`src/rtl/rv_muldiv_if.sv`:
```
// rv_muldiv_if: request/response bundle between the execute stage and the
// iterative RV32M multiply/divide unit.
//   start  : request a new operation (sampled only while the unit is idle)
//   funct3 : M-extension op select (MUL..REMU)
//   A, B   : selected rs1/rs2 operands
//   result : registered result, valid while done is high
//   done   : one-cycle completion pulse
//   busy   : unit is computing or presenting a result
//   stall  : freeze PC / suppress writeback while high
interface rv_muldiv_if;
  logic        start;
  logic [2:0]  funct3;
  logic [31:0] A;
  logic [31:0] B;
  logic [31:0] result;
  logic        done;
  logic        busy;
  logic        stall;

  modport master (output start, funct3, A, B,
                  input  result, done, busy, stall);
  modport slave  (input  start, funct3, A, B,
                  output result, done, busy, stall);
endinterface

```
`src/rtl/rv_muldiv_unit.sv`:
```
// rv_muldiv_unit: iterative RV32M multiply/divide, one bit per cycle.
//   clk  : clock, rising edge
//   rst  : asynchronous active-high reset
//   bus  : rv_muldiv_if slave (start/funct3/A/B in, result/done/busy/stall out)
// Multiply is shift-add on magnitudes into a 64-bit accumulator; divide is
// restoring division on magnitudes. Signs are reapplied on the final cycle.
// Divide-by-zero and signed overflow resolve on the accept edge.
module rv_muldiv_unit (
  input logic       clk,
  input logic       rst,
  rv_muldiv_if.slave bus
);

  localparam logic [1:0] S_IDLE = 2'd0;
  localparam logic [1:0] S_CALC = 2'd1;
  localparam logic [1:0] S_DONE = 2'd2;

  logic [1:0]  state_q, state_d;
  logic [4:0]  count_q, count_d;
  logic [2:0]  op_q, op_d;
  logic        neg_q, neg_d;
  logic [31:0] mcand_q, mcand_d;   // multiplicand (mul) or divisor (div)
  logic [63:0] acc_q, acc_d;       // {hi, lo}: product / {remainder, quotient}
  logic [31:0] result_q, result_d;

  // ---------------- accept-side decode ----------------
  logic [2:0]  f3;
  logic        accept, sgn_a, sgn_b, neg_a, neg_b, neg_res;
  logic        div0, ovf, special;
  logic [31:0] mag_a, mag_b, spec_res;

  assign f3     = bus.funct3;
  assign accept = (state_q == S_IDLE) && bus.start;

  // MULH, MULHSU, DIV, REM treat A as signed; MULH, DIV, REM treat B as signed
  assign sgn_a = (f3 == 3'b001) || (f3 == 3'b010) || (f3 == 3'b100) || (f3 == 3'b110);
  assign sgn_b = (f3 == 3'b001) || (f3 == 3'b100) || (f3 == 3'b110);
  assign neg_a = sgn_a && bus.A[31];
  assign neg_b = sgn_b && bus.B[31];
  assign mag_a = neg_a ? (~bus.A + 32'd1) : bus.A;
  assign mag_b = neg_b ? (~bus.B + 32'd1) : bus.B;
  // REM follows the dividend's sign; every other op follows sign(A)^sign(B)
  assign neg_res = (f3 == 3'b110) ? neg_a : (neg_a ^ neg_b);

  assign div0     = f3[2] && (bus.B == 32'd0);
  assign ovf      = f3[2] && !f3[0] && (bus.A == 32'h8000_0000) && (bus.B == 32'hFFFF_FFFF);
  assign special  = div0 || ovf;
  assign spec_res = div0 ? (f3[1] ? bus.A : 32'hFFFF_FFFF)
                         : (f3[1] ? 32'd0 : 32'h8000_0000);

  // ---------------- one iteration ----------------
  logic [32:0] mul_sum, div_sh, div_diff;
  logic        div_ge;
  logic [63:0] mul_next, div_next, acc_step, prod_s;
  logic [31:0] quot, rem, div_res, mul_res, final_res;

  // add multiplicand into the upper half when multiplier LSB is set, then shift
  assign mul_sum  = {1'b0, acc_q[63:32]} + (acc_q[0] ? {1'b0, mcand_q} : 33'd0);
  assign mul_next = {mul_sum, acc_q[31:1]};

  // shift next dividend bit into the partial remainder and trial-subtract
  assign div_sh   = {acc_q[63:32], acc_q[31]};
  assign div_diff = div_sh - {1'b0, mcand_q};
  assign div_ge   = !div_diff[32];
  assign div_next = {(div_ge ? div_diff[31:0] : div_sh[31:0]), acc_q[30:0], div_ge};

  assign acc_step = op_q[2] ? div_next : mul_next;

  assign prod_s  = neg_q ? (~acc_step + 64'd1) : acc_step;
  assign mul_res = (op_q[1:0] == 2'b00) ? prod_s[31:0] : prod_s[63:32];
  assign quot    = acc_step[31:0];
  assign rem     = acc_step[63:32];
  assign div_res = op_q[1] ? (neg_q ? (~rem  + 32'd1) : rem)
                           : (neg_q ? (~quot + 32'd1) : quot);
  assign final_res = op_q[2] ? div_res : mul_res;

  // ---------------- next state ----------------
  always_comb begin
    state_d  = state_q;
    count_d  = count_q;
    op_d     = op_q;
    neg_d    = neg_q;
    mcand_d  = mcand_q;
    acc_d    = acc_q;
    result_d = result_q;
    case (state_q)
      S_IDLE: begin
        if (bus.start) begin
          op_d    = f3;
          neg_d   = neg_res;
          count_d = 5'd0;
          if (special) begin
            result_d = spec_res;
            state_d  = S_DONE;
          end else begin
            mcand_d = f3[2] ? mag_b : mag_a;
            acc_d   = {32'd0, (f3[2] ? mag_a : mag_b)};
            state_d = S_CALC;
          end
        end
      end
      S_CALC: begin
        acc_d   = acc_step;
        count_d = count_q + 5'd1;
        if (count_q == 5'd31) begin
          result_d = final_res;
          state_d  = S_DONE;
        end
      end
      S_DONE:  state_d = S_IDLE;
      default: state_d = S_IDLE;
    endcase
  end

  always_ff @(posedge clk or posedge rst) begin
    if (rst) begin
      state_q  <= S_IDLE;
      count_q  <= 5'd0;
      op_q     <= 3'd0;
      neg_q    <= 1'b0;
      mcand_q  <= 32'd0;
      acc_q    <= 64'd0;
      result_q <= 32'd0;
    end else begin
      state_q  <= state_d;
      count_q  <= count_d;
      op_q     <= op_d;
      neg_q    <= neg_d;
      mcand_q  <= mcand_d;
      acc_q    <= acc_d;
      result_q <= result_d;
    end
  end

  assign bus.result = result_q;
  assign bus.done   = (state_q == S_DONE);
  assign bus.busy   = (state_q != S_IDLE);
  assign bus.stall  = accept || (state_q == S_CALC);

endmodule

```
`src/flat_wrapper.sv`:
```
// flat-port wrapper written by rule: the top's interface ports become plain ports
module rv_muldiv_unit_flat 
  (clk, rst, bus_start, bus_funct3, bus_A, bus_B, bus_result, bus_done, bus_busy, bus_stall);
  rv_muldiv_if bus_i ();
  input logic clk;
  input logic rst;
  input wire logic [$bits(bus_i.start)-1:0] bus_start;
  input wire logic [$bits(bus_i.funct3)-1:0] bus_funct3;
  input wire logic [$bits(bus_i.A)-1:0] bus_A;
  input wire logic [$bits(bus_i.B)-1:0] bus_B;
  output wire logic [$bits(bus_i.result)-1:0] bus_result;
  output wire logic [$bits(bus_i.done)-1:0] bus_done;
  output wire logic [$bits(bus_i.busy)-1:0] bus_busy;
  output wire logic [$bits(bus_i.stall)-1:0] bus_stall;
  assign bus_i.start = bus_start;
  assign bus_i.funct3 = bus_funct3;
  assign bus_i.A = bus_A;
  assign bus_i.B = bus_B;
  assign bus_result = bus_i.result;
  assign bus_done = bus_i.done;
  assign bus_busy = bus_i.busy;
  assign bus_stall = bus_i.stall;
  rv_muldiv_unit u_core (.clk(clk), .rst(rst), .bus(bus_i));
endmodule
```
`config.mk`:
```
export PLATFORM = sky130hd
export DESIGN_NAME = rv_muldiv_unit_flat
export DESIGN_NICKNAME = d
export VERILOG_FILES = /design/src/rtl/rv_muldiv_if.sv /design/src/rtl/rv_muldiv_unit.sv /design/src/flat_wrapper.sv
export SDC_FILE = /design/constraint.sdc
export NUM_CORES = 1
export LEC_CHECK = 0
export CELL_PAD_IN_SITES_DETAIL_PLACEMENT = 1
export CELL_PAD_IN_SITES_GLOBAL_PLACEMENT = 2
export CORE_MARGIN = 8
export CORE_UTILIZATION = 36
export CTS_CLUSTER_DIAMETER = 80
export DETAILED_ROUTE_END_ITERATION = 6
export GPL_ROUTABILITY_DRIVEN = 0
export PLACE_DENSITY = 0.85
export SYNTH_ARGS = -nofsm -noshare
export SYNTH_HDL_FRONTEND = slang
export SYNTH_SLANG_ARGS = --single-unit
```
`constraint.sdc`:
```
create_clock -name clk -period 6.4 [get_ports clk]
set_input_delay 0.96 -clock clk [delete_from_list [all_inputs] [get_ports clk]]
set_output_delay 0.96 -clock clk [all_outputs]
set_load 0.01 [all_outputs]
```
==> out/metrics.cfg, run 1 <==
[critical_path]
r2r_slack_ns = 0.42
crit_family = compound AO/OA/AOI/OAI gates
critPathLaunchType = register
crit_path_max_incr_delay_ns = 0.56
critPathArrivalTime_ns = 6.30
critPathSlowestCell = or4b_4
worstSetupPathType = register to register
required_ns = 6.72
path_max_fanout = 7
crit_buf_inv = 1
crit_chain = inv_1 > ha_1 > fa_1 > nor2b_1 > o211a_1 > o21ai_1 > a21bo_2 > a21oi_4 > nor2_1 > a21oi_1 > ha_1 > o21ai_0 > nor2_1 > or4b_4 > or2_1 > o31ai_2 > xnor2_1 > o21ai_1 > nor4_1 > nand2_1 > mux2i_1 > a211o_1 > o21ai_1
cp_common_cell = o21ai_1
end_kind = register

[timing]
hold_viol_final = 0
worstMarginPinSlew_ns = 1.14
slew_headroom_pct = 24.2
rsz0062_at_grt = false
drv_slew = 0
fin_tns_setup_ns = 0
final.min_clock_period_ns = 5.98
fin_skew_ns = 0.0158
setup_violations = 0
fmax_mhz = 167
fin_crit_sh_pct = 93.5

[layout]
drive_gt1_share_pct = 7.21
fin_nets = 2350
multi_input_area_um2 = 11700
n_fill_cell = 5467
seq_area_um2 = 3480
area_growth_syn_to_layout_pct = 14.5
diodes = 0

[clocking]
cts.clk_slew.worst_paths_ns = 0.07
clk_path_buf_depth = 2
postCtsResizedCells = 0
htreeDepth = 4
cts_hold_buf = 0
clk_latency_ns = 0.45
cts_buffers = 17
postCtsSetupRepairBufs = 0
cts_tree = done
cts.sinks = 139
clockRootBuffer = clkbuf_16

[detailed_routing]
routed_via_density = 6.29
wl_per_cell_um = 26.5
drt_iter0_drc = 1694
vias = 17700
drc = 0
dr.pass1.iters = 6
wl_mm = 74.6
ant_nets = 0

[floorplanning]
coreArea_um2 = 44000
initial_core_util_pct = 36.4
die_w_um = 227
die_area_um2 = 51500
io_pins = 105
rows = 77
fp.dieH_um = 227

[logic_synthesis]
synth_area_leader_cell = dfrtp_1
ys_ff_latch = 139
netlist.area_leader.share_pct = 21.7
synth_cells = 2154
ys_warn_count = 0
syn-num-nets = 2297
syn_area_um2 = 16000
synthArstFlopShare_pct = 100
synth.avg_cell_area_um2 = 7.43
ys_seq_area_share_pct = 21.7
synth.top_cells.by_area = dfrtp_1 22%, o21ai_0 7.1%, nand2_1 6.0%
synth.distinct_cells = 109
synth_edf_count = 0
synth_ff_type = dfrtp_1

[global_routing]
antenna_found_initial = 5
grt_max_degree = 122
grt_pass1_vias = 17900
grt_pass1_wl_mm = 113
grt_remaining_overflow = 0
grt_usage_pct = 28.5

[run]
cap_violations = 0

[status]
outcome = finished clean

[placement]
portBuffers = 104
place_hpwl_mm = 58.8

[hold_path]
hold_path_class = register to register

==> per-stage QoR <==
| stage | hold slack, ns | instances | utilization (%) | setup WS, ns | cell area, um2 |
|---|---|---|---|---|---|
| 6_report | 0.493 | 2811 | 41.6 | 0.416 | 18300 |
| 3_3_place_gp | 0.473 | 2780 | 40.3 | 0.485 | 17700 |
| 2_1_floorplan | 0.450 | 2154 | - | 1.11 | 16000 |
| 3_5_place_dp | 0.483 | 2780 | 40.3 | 0.403 | 17700 |
| 5_1_grt | 0.516 | 2811 | 41.6 | 0.0527 | 18300 |
| 4_1_cts | 0.495 | 2811 | 41.6 | 0.365 | 18300 |
==> worst register-to-register path, stage by stage (launching register included) <==
cell and delay (ns):
dfrtp_1 0.43, inv_1 0.13, ha_1 0.25, fa_1 0.42, nor2b_1 0.27, o211a_1 0.26, o21ai_1 0.20, a21bo_2 0.35
a21oi_4 0.16, nor2_1 0.10, a21oi_1 0.21, ha_1 0.29, o21ai_0 0.15, nor2_1 0.27, or4b_4 0.56, or2_1 0.28
o31ai_2 0.43, xnor2_1 0.28, o21ai_1 0.17, nor4_1 0.24, nand2_1 0.10, mux2i_1 0.15, a211o_1 0.12, o21ai_1 0.05
==> worst paths after layout <==
check | cells after the start | endpoint | from
min in group asynchronous | 2 | u_core.mcand_q[8]$_DFFE_PP0P_ | rst
min | 1 | u_core.count_q[3]$_DFFE_PP0P_ | u_core.count_q[3]$_DFFE_PP0P_
max in group asynchronous | 3 | u_core.acc_q[60]$_DFFE_PP0P_ | rst
max reg2reg | 23 | u_core.bus.result[30]$_DFFE_PP0P_ | u_core.acc_q[31]$_DFFE_PP0P_
max | 23 | u_core.bus.result[30]$_DFFE_PP0P_ | u_core.acc_q[31]$_DFFE_PP0P_
min reg2reg | 1 | u_core.count_q[3]$_DFFE_PP0P_ | u_core.count_q[3]$_DFFE_PP0P_
==> metal layers <==
| layer | track usage [%] | up-vias | wire (um) |
|---|---|---|---|
| li1 | - | 8039 | - |
| met1 | 37.2 | 8851 | 32300 |
| met2 | 46.1 | 647 | 34200 |
| met3 | 5.06 | 154 | 4980 |
| met4 | 11.8 | 4 | 3110 |
| met5 | 0 | - | 26 |
==> synth_stat cells (9+ instances only) <==
| cell | number |
|---|---|
| and3_1 | 20 |
| nand4_1 | 26 |
| clkbuf_1 | 93 |
| buf_2 | 18 |
| a21oi_1 | 159 |
| o221ai_1 | 35 |
| a22o_1 | 18 |
| mux2i_1 | 53 |
| inv_1 | 78 |
| nor3_1 | 51 |
| nor2_1 | 173 |
| a211oi_1 | 18 |
| o211ai_1 | 25 |
| nor2b_1 | 16 |
| ha_1 | 71 |
| nand2b_1 | 20 |
| and2_1 | 46 |
| or4_1 | 11 |
| a31oi_1 | 29 |
| nor4_1 | 28 |
| o21a_1 | 24 |
| nand3_1 | 35 |
| a221oi_1 | 10 |
| o22ai_1 | 10 |
| o41ai_1 | 14 |
| o21ai_0 | 228 |
| a21o_1 | 26 |
| xor2_1 | 74 |
| nand2_1 | 256 |
| o31ai_1 | 22 |
| dfrtp_1 | 139 |
| or3_1 | 23 |
| xnor2_1 | 92 |
| o211a_1 | 9 |
| buf_1 | 15 |
| o21bai_1 | 12 |
==> flip-flops by register name, indices dropped and copies added, names as in the netlist <==
| name | flops |
|---|---|
| u_core.acc_q | 64 |
| u_core.bus.result | 32 |
| u_core.count_q | 5 |
| u_core.mcand_q | 32 |
| u_core.neg_q | 1 |
| u_core.op_q | 3 |
| u_core.state_q | 2 |
==> cells by family (layout without fill, tap and decap cells) <==
logic type,count (synthesis),in the layout,synth area share (%)
flops,139,139,21.7
xor+xnor,166,166,9.08
fa+ha+maj,73,73,5.80
simple gates,760,760,23.3
mux,61,61,3.95
buf+inv,209,274,5.20
compound gates,746,746,31.0
==> layout make-up <==
cell class	instances	share of cell area, %
multi-input combinational	1806	64.0
sequential	139	19.0
clock inverter	10	0.648
clock buffer	21	2.51
timing repair buffer	164	8.19
tap	592	4.04
inverter	79	1.64
==> cells in the final DEF, fill, tap and decap left out, drive strengths merged, types with 71 or more instances in the layout <==
cell type,instances
nand2,256
o21ai,238
nor2,175
a21oi,162
dfrtp,139
clkdlybuf4s50,103
xnor2,92
inv,80
xor2,74
ha,71
Power of run 1 is not shown: default switching activity piles up to over one toggle a cycle in this logic, so the estimate is an artifact.
==> inputs of run 2 (changes only) <==
Settings changed: CORE_ASPECT_RATIO set to 0.5.
==> out/metrics.cfg, run 2 (synthesis gave the netlist of run 1 again) <==
[placement]
portBuffers = 104
placed_area_um2 = 17800
place_hpwl_mm = 57.2

[layout]
n_fill_cell = 5395
drive_gt1_share_pct = 7.08
final_common_cell = nand2_1
layout_common_cells = 255 x nand2_1, 228 x o21ai_0, 173 x nor2_1
largest_reg_flops = 64
regMostFlops = u_core.acc_q
fin_nets = 2349
diodes = 0
area_growth_syn_to_layout_pct = 14.5
design_area_um2 = 18300

[floorplanning]
fp.dieH_um = 165
die_w_um = 314
io_pins = 105
initial_core_util_pct = 36.6
coreArea_um2 = 43700
die_area_um2 = 51900
rows = 54

[hold_path]
min_from = u_core.count_q[3]$_DFFE_PP0P_
hold_path_class = register to register
holdPathStages = 1
min_to = u_core.count_q[3]$_DFFE_PP0P_

[timing]
fin_tns_setup_ns = 0
slew_headroom_pct = 23.2
rsz0062_at_grt = false
worstMarginPinSlew_ns = 1.14
hold_viol_final = 0
fmax_mhz = 167
drv_slew = 0
final.min_clock_period_ns = 5.97
fin_crit_sh_pct = 93.3
setup_violations = 0
fin_skew_ns = 0.0137

[clocking]
clk_latency_ns = 0.47
cts_buffers = 17
clk_path_buf_depth = 2
htreeDepth = 4
postCtsResizedCells = 0
postCtsSetupRepairBufs = 0
clockRootBuffer = clkbuf_16
cts.clk_slew.worst_paths_ns = 0.07
cts.sinks = 139
cts_hold_buf = 0
cts_tree = done

[critical_path]
critPathArrivalTime_ns = 6.36
end_kind = register
critPathLaunchType = register
worstSetupPathType = register to register
r2r_slack_ns = 0.43
reg2reg_to = u_core.bus.result[22]$_DFFE_PP0P_
critPathLaunch = u_core.acc_q[31]$_DFFE_PP0P_
required_ns = 6.79
reg2reg_depth = 22
path_max_fanout = 9
worstReg2RegStart = u_core.acc_q[31]$_DFFE_PP0P_

[global_routing]
grt_pass1_wl_mm = 111
grt_max_degree = 93
grt_remaining_overflow = 0
antenna_found_initial = 3
grt_pass1_vias = 17400
grt_usage_pct = 27.7

[detailed_routing]
wl_per_cell_um = 26.2
routed_via_density = 6.31
dr.pass1.iters = 6
vias = 17700
ant_nets = 0
drc = 0
wl_mm = 73.6
drt_iter0_drc = 1863

[status]
outcome = finished clean

[run]
cap_violations = 0

-- run 2: cell types whose count changed in the layout (fill, tap and decap cells not counted), sizes merged --
cell      previous run  this run
inv                 80        83
clkinvlp             3         2
buf                 61        60
clkbuf              21        20
-- run 2: how the worst max path moves through the flow --
stage / to / slack [ns] / cells after the start
after detailed placement: u_core.bus.result[17]$_DFFE_PP0P_ / 0.56 / 15
after global placement: u_core.bus.result[17]$_DFFE_PP0P_ / 0.57 / 15
after CTS: u_core.bus.result[22]$_DFFE_PP0P_ / 0.59 / 20
after global routing: u_core.bus.result[22]$_DFFE_PP0P_ / 0.24 / 20
after floorplan: u_core.bus.result[22]$_DFFE_PP0P_ / 1.11 / 24
final: u_core.bus.result[22]$_DFFE_PP0P_ / 0.43 / 22
-- run 2: worst max-delay path, stage by stage, from the launching register on --
cell	delay, ns
dfrtp_1	0.35
inv_1	0.12
ha_1	0.26
fa_1	0.42
nor2b_1	0.31
o211a_1	0.26
o21ai_1	0.15
a21bo_2	0.33
a21oi_4	0.16
nor2_1	0.12
a21oi_1	0.20
ha_1	0.31
o21ai_0	0.18
nor2_1	0.18
or4b_4	0.54
or3_1	0.61
nor2_4	0.20
nand4_2	0.18
o31ai_2	0.40
a21boi_2	0.23
xnor2_1	0.15
o22ai_2	0.11
o21ai_1	0.14
-- run 2: routing by layer --
metal	vias to the layer above	global-route usage [%]	wire [um]
met5	-	0	0
met4	0	5.60	1220
met3	81	8.50	7880
met2	771	39.8	29800
met1	8837	40.4	34700
li1	8036	-	-
-- run 2: cell type report --
cell class	instances	area, um2	area share [%]
multi-input combinational	1806	11700	63.9
sequential	139	3480	19.0
timing repair buffer	163	1520	8.28
tap	588	736	4.01
clock buffer	20	437	2.38
inverter	79	302	1.64
clock inverter	12	140	0.764
-- run 2: stage by stage --
step	util [%]	worst slack, ns	hold WS, ns	instances
global placement	40.6	0.571	0.475	2775
finish	42.0	0.427	0.494	2807
global route	42.0	0.238	0.528	2807
CTS	42.0	0.593	0.492	2807
detailed placement	40.6	0.565	0.484	2775
floorplan	-	1.11	0.450	2154
Power of run 2 is left out for the same reason.
